==> src/rtl/mmio_led_pwm.sv <==
// Memory-mapped LED/RGB peripheral: CTRL, DUTY_R/G/B, PRESC and TIMER registers
// feeding three shadow-updated 8-bit PWM channels. Optional: MMIO_LED_PWM_TIMER_EN.
module mmio_led_pwm #(
  parameter logic [31:0] BASE_ADDR   = 32'hFFFF_FF00,
  parameter logic [15:0] PRESC_RESET = 16'd46
) (
  input  logic        clk,
  input  logic        reset,
  input  logic        req,
  input  logic        we,
  input  logic [31:0] addr,
  input  logic [31:0] wdata,
  input  logic [3:0]  wmask,
  output logic [31:0] rdata,
  output logic        ack,
  output logic        LED,
  output logic        RGB_R,
  output logic        RGB_G,
  output logic        RGB_B
);

  logic        hit;
  logic        wr;
  logic [5:0]  off;

  logic [1:0]  ctrl_q, ctrl_d;
  logic [7:0]  dr_q, dr_d;
  logic [7:0]  dg_q, dg_d;
  logic [7:0]  db_q, db_d;
  logic [15:0] presc_q, presc_d;
  logic [15:0] psc_q, psc_d;
  logic [7:0]  pwm_q, pwm_d;
  logic [7:0]  ar_q, ar_d;
  logic [7:0]  ag_q, ag_d;
  logic [7:0]  ab_q, ab_d;
  logic        ack_q;
  logic [31:0] rdata_q, rdata_d;
  logic [2:0]  rgb_q, rgb_d;
  logic [31:0] rd_mux;
  logic        en;
  logic        tick;
  logic        wrap;
  logic        presc_wr;
  logic        timer_wr;
  logic [31:0] timer_val;

  logic unused_bits;
  assign unused_bits = ^{addr[1:0], wdata[31:16], wmask[3:2], timer_wr};

  assign hit = req && (addr[31:8] == BASE_ADDR[31:8]);
  assign wr  = hit && we;
  assign off = addr[7:2];

  assign presc_wr = wr && (off == 6'h04);
  assign timer_wr = wr && (off == 6'h05);

`ifdef MMIO_LED_PWM_TIMER_EN
  logic [31:0] timer_q;

  always_ff @(posedge clk or negedge reset) begin
    if (!reset) begin
      timer_q <= 32'd0;
    end else if (timer_wr) begin
      timer_q <= 32'd0;
    end else begin
      timer_q <= timer_q + 32'd1;
    end
  end

  assign timer_val = timer_q;
`else
  assign timer_val = 32'd0;
`endif

  always_comb begin
    ctrl_d  = ctrl_q;
    dr_d    = dr_q;
    dg_d    = dg_q;
    db_d    = db_q;
    presc_d = presc_q;
    if (wr) begin
      unique case (off)
        6'h00: if (wmask[0]) ctrl_d = wdata[1:0];
        6'h01: if (wmask[0]) dr_d = wdata[7:0];
        6'h02: if (wmask[0]) dg_d = wdata[7:0];
        6'h03: if (wmask[0]) db_d = wdata[7:0];
        6'h04: begin
          if (wmask[0]) presc_d[7:0]  = wdata[7:0];
          if (wmask[1]) presc_d[15:8] = wdata[15:8];
        end
        default: ;
      endcase
    end
  end

  always_comb begin
    rd_mux = 32'd0;
    unique case (off)
      6'h00:   rd_mux = {30'd0, ctrl_q};
      6'h01:   rd_mux = {24'd0, dr_q};
      6'h02:   rd_mux = {24'd0, dg_q};
      6'h03:   rd_mux = {24'd0, db_q};
      6'h04:   rd_mux = {16'd0, presc_q};
      6'h05:   rd_mux = timer_val;
      default: rd_mux = 32'd0;
    endcase
    rdata_d = (hit && !we) ? rd_mux : 32'd0;
  end

  // Disabled: counters parked at 0, active duties follow DUTY every cycle.
  always_comb begin
    en    = ctrl_q[1];
    tick  = en && (psc_q == presc_q);
    wrap  = tick && (pwm_q == 8'hFF);
    psc_d = (!en || presc_wr || tick) ? 16'd0 : psc_q + 16'd1;
    pwm_d = !en ? 8'd0 : (tick ? pwm_q + 8'd1 : pwm_q);
    ar_d  = (!en || wrap) ? dr_d : ar_q;
    ag_d  = (!en || wrap) ? dg_d : ag_q;
    ab_d  = (!en || wrap) ? db_d : ab_q;
    rgb_d = 3'b111;
    if (ctrl_d[1]) begin
      rgb_d[0] = !(pwm_d < ar_d);
      rgb_d[1] = !(pwm_d < ag_d);
      rgb_d[2] = !(pwm_d < ab_d);
    end
  end

  always_ff @(posedge clk or negedge reset) begin
    if (!reset) begin
      ctrl_q  <= 2'd0;
      dr_q    <= 8'd0;
      dg_q    <= 8'd0;
      db_q    <= 8'd0;
      presc_q <= PRESC_RESET;
      psc_q   <= 16'd0;
      pwm_q   <= 8'd0;
      ar_q    <= 8'd0;
      ag_q    <= 8'd0;
      ab_q    <= 8'd0;
      ack_q   <= 1'b0;
      rdata_q <= 32'd0;
      rgb_q   <= 3'b111;
    end else begin
      ctrl_q  <= ctrl_d;
      dr_q    <= dr_d;
      dg_q    <= dg_d;
      db_q    <= db_d;
      presc_q <= presc_d;
      psc_q   <= psc_d;
      pwm_q   <= pwm_d;
      ar_q    <= ar_d;
      ag_q    <= ag_d;
      ab_q    <= ab_d;
      ack_q   <= hit;
      rdata_q <= rdata_d;
      rgb_q   <= rgb_d;
    end
  end

  assign ack   = ack_q;
  assign rdata = rdata_q;
  assign LED   = ctrl_q[0];
  assign RGB_R = rgb_q[0];
  assign RGB_G = rgb_q[1];
  assign RGB_B = rgb_q[2];

endmodule

==> config.mk <==
export PLATFORM = sky130hd
export DESIGN_NAME = mmio_led_pwm
export DESIGN_NICKNAME = d
export VERILOG_FILES = /design/src/rtl/mmio_led_pwm.sv
export SDC_FILE = /design/constraint.sdc
export NUM_CORES = 1
export LEC_CHECK = 0
export BUFFER_PORTS_ARGS = -buffer_cell sky130_fd_sc_hd__buf_4
export CAP_MARGIN = 20
export CELL_PAD_IN_SITES_DETAIL_PLACEMENT = 1
export CELL_PAD_IN_SITES_GLOBAL_PLACEMENT = 2
export CORE_MARGIN = 4
export CORE_UTILIZATION = 32
export CTS_CLUSTER_DIAMETER = 40
export DETAILED_ROUTE_END_ITERATION = 12
export GPL_ROUTABILITY_DRIVEN = 0
export PLACE_DENSITY_LB_ADDON = 0.12
export SYNTH_ARGS = -nofsm -noshare
export SYNTH_HDL_FRONTEND = slang
export SYNTH_SLANG_ARGS = --single-unit
==> constraint.sdc <==
create_clock -name clk -period 3 [get_ports clk]
set_input_delay 0.45 -clock clk [delete_from_list [all_inputs] [get_ports clk]]
set_output_delay 0.45 -clock clk [all_outputs]
set_load 0.01 [all_outputs]
# ---- After elaboration in Yosys (flattened, before gate mapping)
# Cells that the tools add are included.
dict set report totals {
  reg_bits 126
  wordCells 66
  out_inout_bits 37
}
dict set report op_classes {
  n_reduce_logical 18
  eq_ne 7
  n_mux 21
  order_cmp 3
  n_addsub 2
}
# cell n
set ops {}
lappend ops {{$mux 8} 14}
lappend ops {{$pmux 16 s5} 1}
lappend ops {{$mux 32} 1}
lappend ops {{$eq 24x24->1 const B} 1}
lappend ops {{$lt 8x8->1} 3}
lappend ops {{$add 16x1->16 const B} 1}
lappend ops {{$eq 16x16->1} 1}
lappend ops {{$mux 16} 1}
lappend ops {{$eq 6x2->1 const B} 2}
lappend ops {{$reduce_and 3->1} 3}
lappend ops {{$add 8x1->8 const B} 1}
lappend ops {{$eq 8x8->1 const B} 1}
lappend ops {{$eq 6x1->1 const B} 1}
lappend ops {{$eq 6x3->1 const B} 1}
lappend ops {{$logic_and 1x1->1} 6}
lappend ops {{$logic_not 6->1} 1}
lappend ops {{$mux 2} 3}
lappend ops {{$logic_not 1->1} 5}
lappend ops {{$logic_or 1x1->1} 3}
lappend ops {{$mux 3} 1}

# ---- Longest topological paths before layout
dict set report depth {
  ltp_word 8
  ltp_mapped 14
  ltp_nobuf 13
}

# ---- Least setup slack after synthesis
# No wires, ideal clock.
dict set report synth_timing {
  kind {input to register}
  from {input port addr[5]}
  to {register rgb_q[0]}
  required_ns 2.914
  slack_ns -0.132
  t_arrival_ns 3.046
  stages 14
  path_buffers 1
  cell_sequence {or4_4 buf_6 nor3b_4 nand4_4 mux2_2 nand2b_1 o21ai_0 ha_1 a21oi_1 nor2b_1 o21ai_0 o21ai_0 nor3_1 o31ai_1}
}
dict set report synth_via {
  elab_chain_cells 7
  word_cells_on_any_way 10
}
# element line
set synth_rtl {}
lappend synth_rtl {{start, declared} 11} ;# input logic [31:0] addr,
lappend synth_rtl {{$eq 6x1->1} 82} ;# unique case (off)
lappend synth_rtl {{$mux 8} 82}
lappend synth_rtl {{$mux 8} 81} ;# if (wr) begin
lappend synth_rtl {{named net dr_d[5]} 27} ;# logic [7:0] dr_q, dr_d;
lappend synth_rtl {{$mux 8} 117} ;# ar_d = (!en || wrap) ? dr_d : ar_q;
lappend synth_rtl {{$lt 8x8->1} 122} ;# rgb_d[0] = !(pwm_d < ar_d);
lappend synth_rtl {{$logic_not 1->1} 122}
lappend synth_rtl {{$mux 3} 121} ;# if (ctrl_d[1]) begin
lappend synth_rtl {{named net rgb_d[0]} 38} ;# logic [2:0] rgb_q, rgb_d;
lappend synth_rtl {{end signal, assigned} 156} ;# rgb_q <= rgb_d;
lappend synth_rtl {{end, declared} 38}
# The timed path passes the listed nets, and every way through them passes these cells.
# A chain may end at the register's enable or synchronous reset.

# ---- Final worst setup path
dict set report layout_timing {
  from {register presc_q[5]}
  to {register rgb_q[0]}
}
dict set report layout_via {
  elab_chain_cells 8
  word_cells_on_any_way 10
}
# element line
set layout_rtl {}
lappend layout_rtl {{start, declared} 30} ;# logic [15:0] presc_q, presc_d;
lappend layout_rtl {{start signal, assigned} 148} ;# presc_q <= presc_d;
lappend layout_rtl {{$eq 16x16->1 (*)} 113} ;# tick = en && (psc_q == presc_q);
lappend layout_rtl {{$logic_and 1x1->1 (*)} 113}
lappend layout_rtl {{$logic_and 1x1->1} 114} ;# wrap = tick && (pwm_q == 8'hFF);
lappend layout_rtl {{$logic_or 1x1->1} 117}
lappend layout_rtl {{$mux 8} 117}
lappend layout_rtl {{$lt 8x8->1 (*)} 122}
lappend layout_rtl {{$logic_not 1->1 (*)} 122}
lappend layout_rtl {{$mux 3 (*)} 121}
lappend layout_rtl {{named net rgb_d[0]} 38}
# The timed path passes the listed nets; every way through them passes the cells marked *.

==> metrics.md <==
| Metric | Value |
|---|---|
| Outcome | complete, but fails checks |
| Failing checks | negative setup slack |
| Max clock buf depth | 2 |
| First-pass GRT wire length | 24.48 mm |
| Sequential element share of the synthesized area | 0.5016 |
| Util after Layout | 0.4364 |
| Reg-to-Reg Start | presc_q[5] |
| Sw Ratio | 0.2215 |
| GR Overflow Total | 0 |
| Crit path cell chain | xor2_1 > nor4_2 > buf_4 > and4_4 > a21o_4 > bufbuf_16 > o21ai_0 > ha_1 > a21o_1 > a21oi_1 > o21ai_1 > nor3_2 > o31ai_1 |
| Cts bufs inserted | 9 |
| Critical path startpoint category | register |
| Worst VDD drop | 289.3 uV |
| Post-synth cell types | 42 |
| Mapped Area | 5505 sq um |
| Worst path arrival time | 3.31 ns |
| Critical Path RT | 3.27 ns |
| Share of the synthesized area in the top cell type | 0.4682 |
| TNS Setup | -0.05187 ns |
| Most frequent cells in the layout | buf_4, dfrtp_1, mux2_2, nor2_1, xor2_1 |
| Cell count after synthesis | 482 |
| Register bit total from synthesis | 110 |
| Design area | 7288 sq um |
| Power Total | 2.753 mW |
| Synth Area in Compound Gates | 0.1073 |
| DR WL/cell | 17.96 microns |
| Power Dens Cells | 377.8 nW/um^2 |
| Critical Path Sink Type | register |
| Fin. Hold Viols | 0 |
| Logic pwr share | 0.043 |
| Crit path buf inv count | 2 |
| Largest family of logic cells by synthesized area | simple AND/OR/NAND/NOR gates |
| Most common cell after layout, fill and taps aside | buf_4 |
| CTS tree | yes |
| Share of flip-flops with an asynchronous set or reset | 1.000 |
| Total wire length | 15.36 mm |
| Final Cycle Share | 1.012 |
| Clk network pwr share | 0.419 |
| Worst r2r path cells | 13 |
| Fill cells | 1852 |
| Clk root buf | clkbuf_16 |
| Hold Crit Class | input pin to asynchronous set/reset pin |
| Avg Inst Size Synth | 11.42 sq um |
| Max Clock Freq | 329.5 MHz |
| Mux contribution to synthesized area | 0.08682 |
| Core area | 16700 sq um |
| Die area | 19370 sq um |
| Sink Count | 110 |
| Post-Place Worst Slack | -0.3664 ns |
| Area post-placement | 6768 sq um |
| Initial antenna violation count | 0 |
| Adder-cell share of the synthesized area | 0.05227 |
| Worst R2R End | rgb_q[0] |
| Critical Path Max Stage Delay | 0.55 ns |
| Number of synthesized flops with an enable pin | 0 |
| Worst-path fanout max | 17 |
| Simple-gate share of the synthesized area | 0.1511 |
| Die W | 139.2 microns |
| Finished Layout Cells | 855 |
| Routed vias | 4158 |
| Crit path max-delay cell type | dfstp_2 |
| Max Cap Viol | 0 |
| Clock latency on the worst-skew pair | 0.35 ns |
| Minimum clock period | 3.035 ns |
| Vias per inst | 4.863 |
| Slew Limit Fails | 0 |
| Antenna cells | 0 |
| Critical path class | register to register |
| Area leader, netlist | dfrtp_1 |
| First-pass detailed-route iteration total | 4 |
| Worst reg2reg setup slack | -0.03 ns |
| RSZ-0062 raised after global routing | true |
| Worst slew pin tran | 0.5853 ns |
| Nets | 725 |
| Hold Slack | 0.07807 ns |
| Post-DP HPWL | 11.58 mm |
| IO Port Bufs | 72 |
| Gr usage total | 0.1599 |
| ANT nets after route | 0 |
| # H-tree levels | 3 |
| Num ports | 109 |
| Final Setup Violations | 2 |
| Register Area | 2761 sq um |
| Inst Count DP | 832 |
| Die Span Y | 139.2 microns |
| Num rows | 47 |
| Clock Skew | 0.004735 ns |
| Footprint of the multi-input gates | 2703 sq um |
| Area Growth Syn to Fin | 32.39% |
| Slew headroom | 0.5986 |
| Setup ws final | -0.03462 ns |
| Most used DFF post-synth | dfrtp_1 |
| Share of layout cells above drive strength 1 | 0.3827 |
| Yosys warning count | 0 |
| Crit path max-delay family | simple AND/OR/NAND/NOR gates |
| Largest net degree at the start of global routing | 72 |
| Initial Util | 0.3296 |
| Int Pwr | 2.143 mW |
| Xor and xnor fraction of the mapped netlist area | 0.05727 |
| Vias in the first global route | 4472 |
| Leak pwr | 3.754 nW |
| Iter 0 DRT Violations | 201 |
| # DRC | 0 |
| Synth top area cells | dfrtp_1, mux2_2, ha_1 |
| Sequential share of power | 0.538 |
| Worst-path clk slew | 0.07 ns |
| Psw | 0.6100 mW |
## cell usage after synthesis, types with 2 or more instances
| master | count |
|---|---|
| a211oi_1 | 6 |
| clkbuf_1 | 10 |
| a22oi_1 | 2 |
| o31ai_1 | 3 |
| o21ai_0 | 24 |
| a21o_1 | 3 |
| nand2b_1 | 20 |
| dfrtp_1 | 103 |
| and3_1 | 12 |
| buf_4 | 17 |
| nor3b_4 | 2 |
| nand2_1 | 18 |
| a21oi_1 | 19 |
| xor2_1 | 25 |
| ha_1 | 23 |
| o21ai_1 | 3 |
| mux2_2 | 38 |
| o21a_1 | 21 |
| buf_6 | 3 |
| and2_1 | 9 |
| a222oi_1 | 8 |
| nor2_1 | 26 |
| nand3_1 | 9 |
| dfstp_2 | 7 |
| nand2b_4 | 2 |
| nor3_1 | 8 |
| nand4_4 | 2 |
| mux2i_1 | 5 |
| nand4_1 | 17 |
| nor2b_1 | 3 |
| xnor2_1 | 11 |
| nor4_1 | 5 |
| inv_1 | 9 |
## routing by layer
| layer | wire [microns] | vias to the layer above | share of wire | track usage |
|---|---|---|---|---|
| met3 | 572 | 12 | 0.037 | 0.03552 |
| met5 | 0 | - | 0 | 0 |
| li1 | - | 1994 | - | - |
| met4 | 247 | 0 | 0.016 | 0.04068 |
| met2 | 7043 | 86 | 0.46 | 0.2506 |
| met1 | 7492 | 2066 | 0.49 | 0.2254 |
## timing repair
action | in CTS | in global routing
gates resized for setup | 14 | 22
setup endpoints to repair | 3 | 3
hold buffers | 0 | 0
setup buffers | 4 | 1
pin swaps | 7 | 11
cloned | 1 | 1
## power groups by stage
stage          clock network [mW]  logic (mW)  registers (mW)
6_report                     1.15       0.118            1.48
5_1_grt                      1.25       0.132            1.48
4_1_cts                      1.19       0.121            1.48
3_5_place_dp                    0       0.121            1.51
3_3_place_gp                    0       0.119            1.51
2_1_floorplan                   0      0.0365            1.51
## sequential cells by signal, summed over array words and instances, names as in the netlist
register,flops
presc_q,16
db_q,8
ack,1
psc_q,16
ar_q,8
ag_q,8
dg_q,8
rdata,16
dr_q,8
ab_q,8
rgb_q,3
ctrl_q,2
pwm_q,8
## worst max path at each step
| stage | start | end | slack (ns) | depth (start not counted) |
|---|---|---|---|---|
| floorplan | addr[5] | rgb_q[0] | -0.12 | 14 |
| global placement | presc_q[5] | rgb_q[2] | -0.34 | 16 |
| detailed placement | presc_q[5] | rgb_q[2] | -0.37 | 16 |
| CTS | presc_q[13] | rgb_q[2] | -0.04 | 15 |
| global route | presc_q[5] | rgb_q[2] | -0.22 | 16 |
| finish | presc_q[5] | rgb_q[0] | -0.03 | 13 |
## worst register-to-register path: cells and delay by family, from the launching register on
| kind | cells | cell delay [ns] |
|---|---|---|
| buf+inv | 2 | 0.46 |
| xor+xnor | 1 | 0.07 |
| simple gates | 3 | 0.79 |
| fa+ha+maj | 1 | 0.30 |
| compound gates | 6 | 0.78 |
| flops | 1 | 0.55 |
## area by class of cell
class                   count  area share
flip-flops and latches    110      0.3789
multi-input cells         347      0.3708
repair buffers            153      0.1696
well taps                 220     0.03777
clock buffers              13     0.03571
inverters                   9    0.004635
clock inverters             3    0.002575
## logic make-up (layout without fill, tap and decap cells)
| family | Yosys count | in the layout |
|---|---|---|
| other | 1 | 16 |
| buffers and inverters | 40 | 178 |
| adders and majority gates | 23 | 23 |
| AOI/OAI and AO/OA | 91 | 91 |
| and+or+nand+nor | 138 | 138 |
| DFF | 110 | 110 |
| muxes | 43 | 43 |
| xor gates and xnor gates | 36 | 36 |
(Power assumes the default switching activity.)
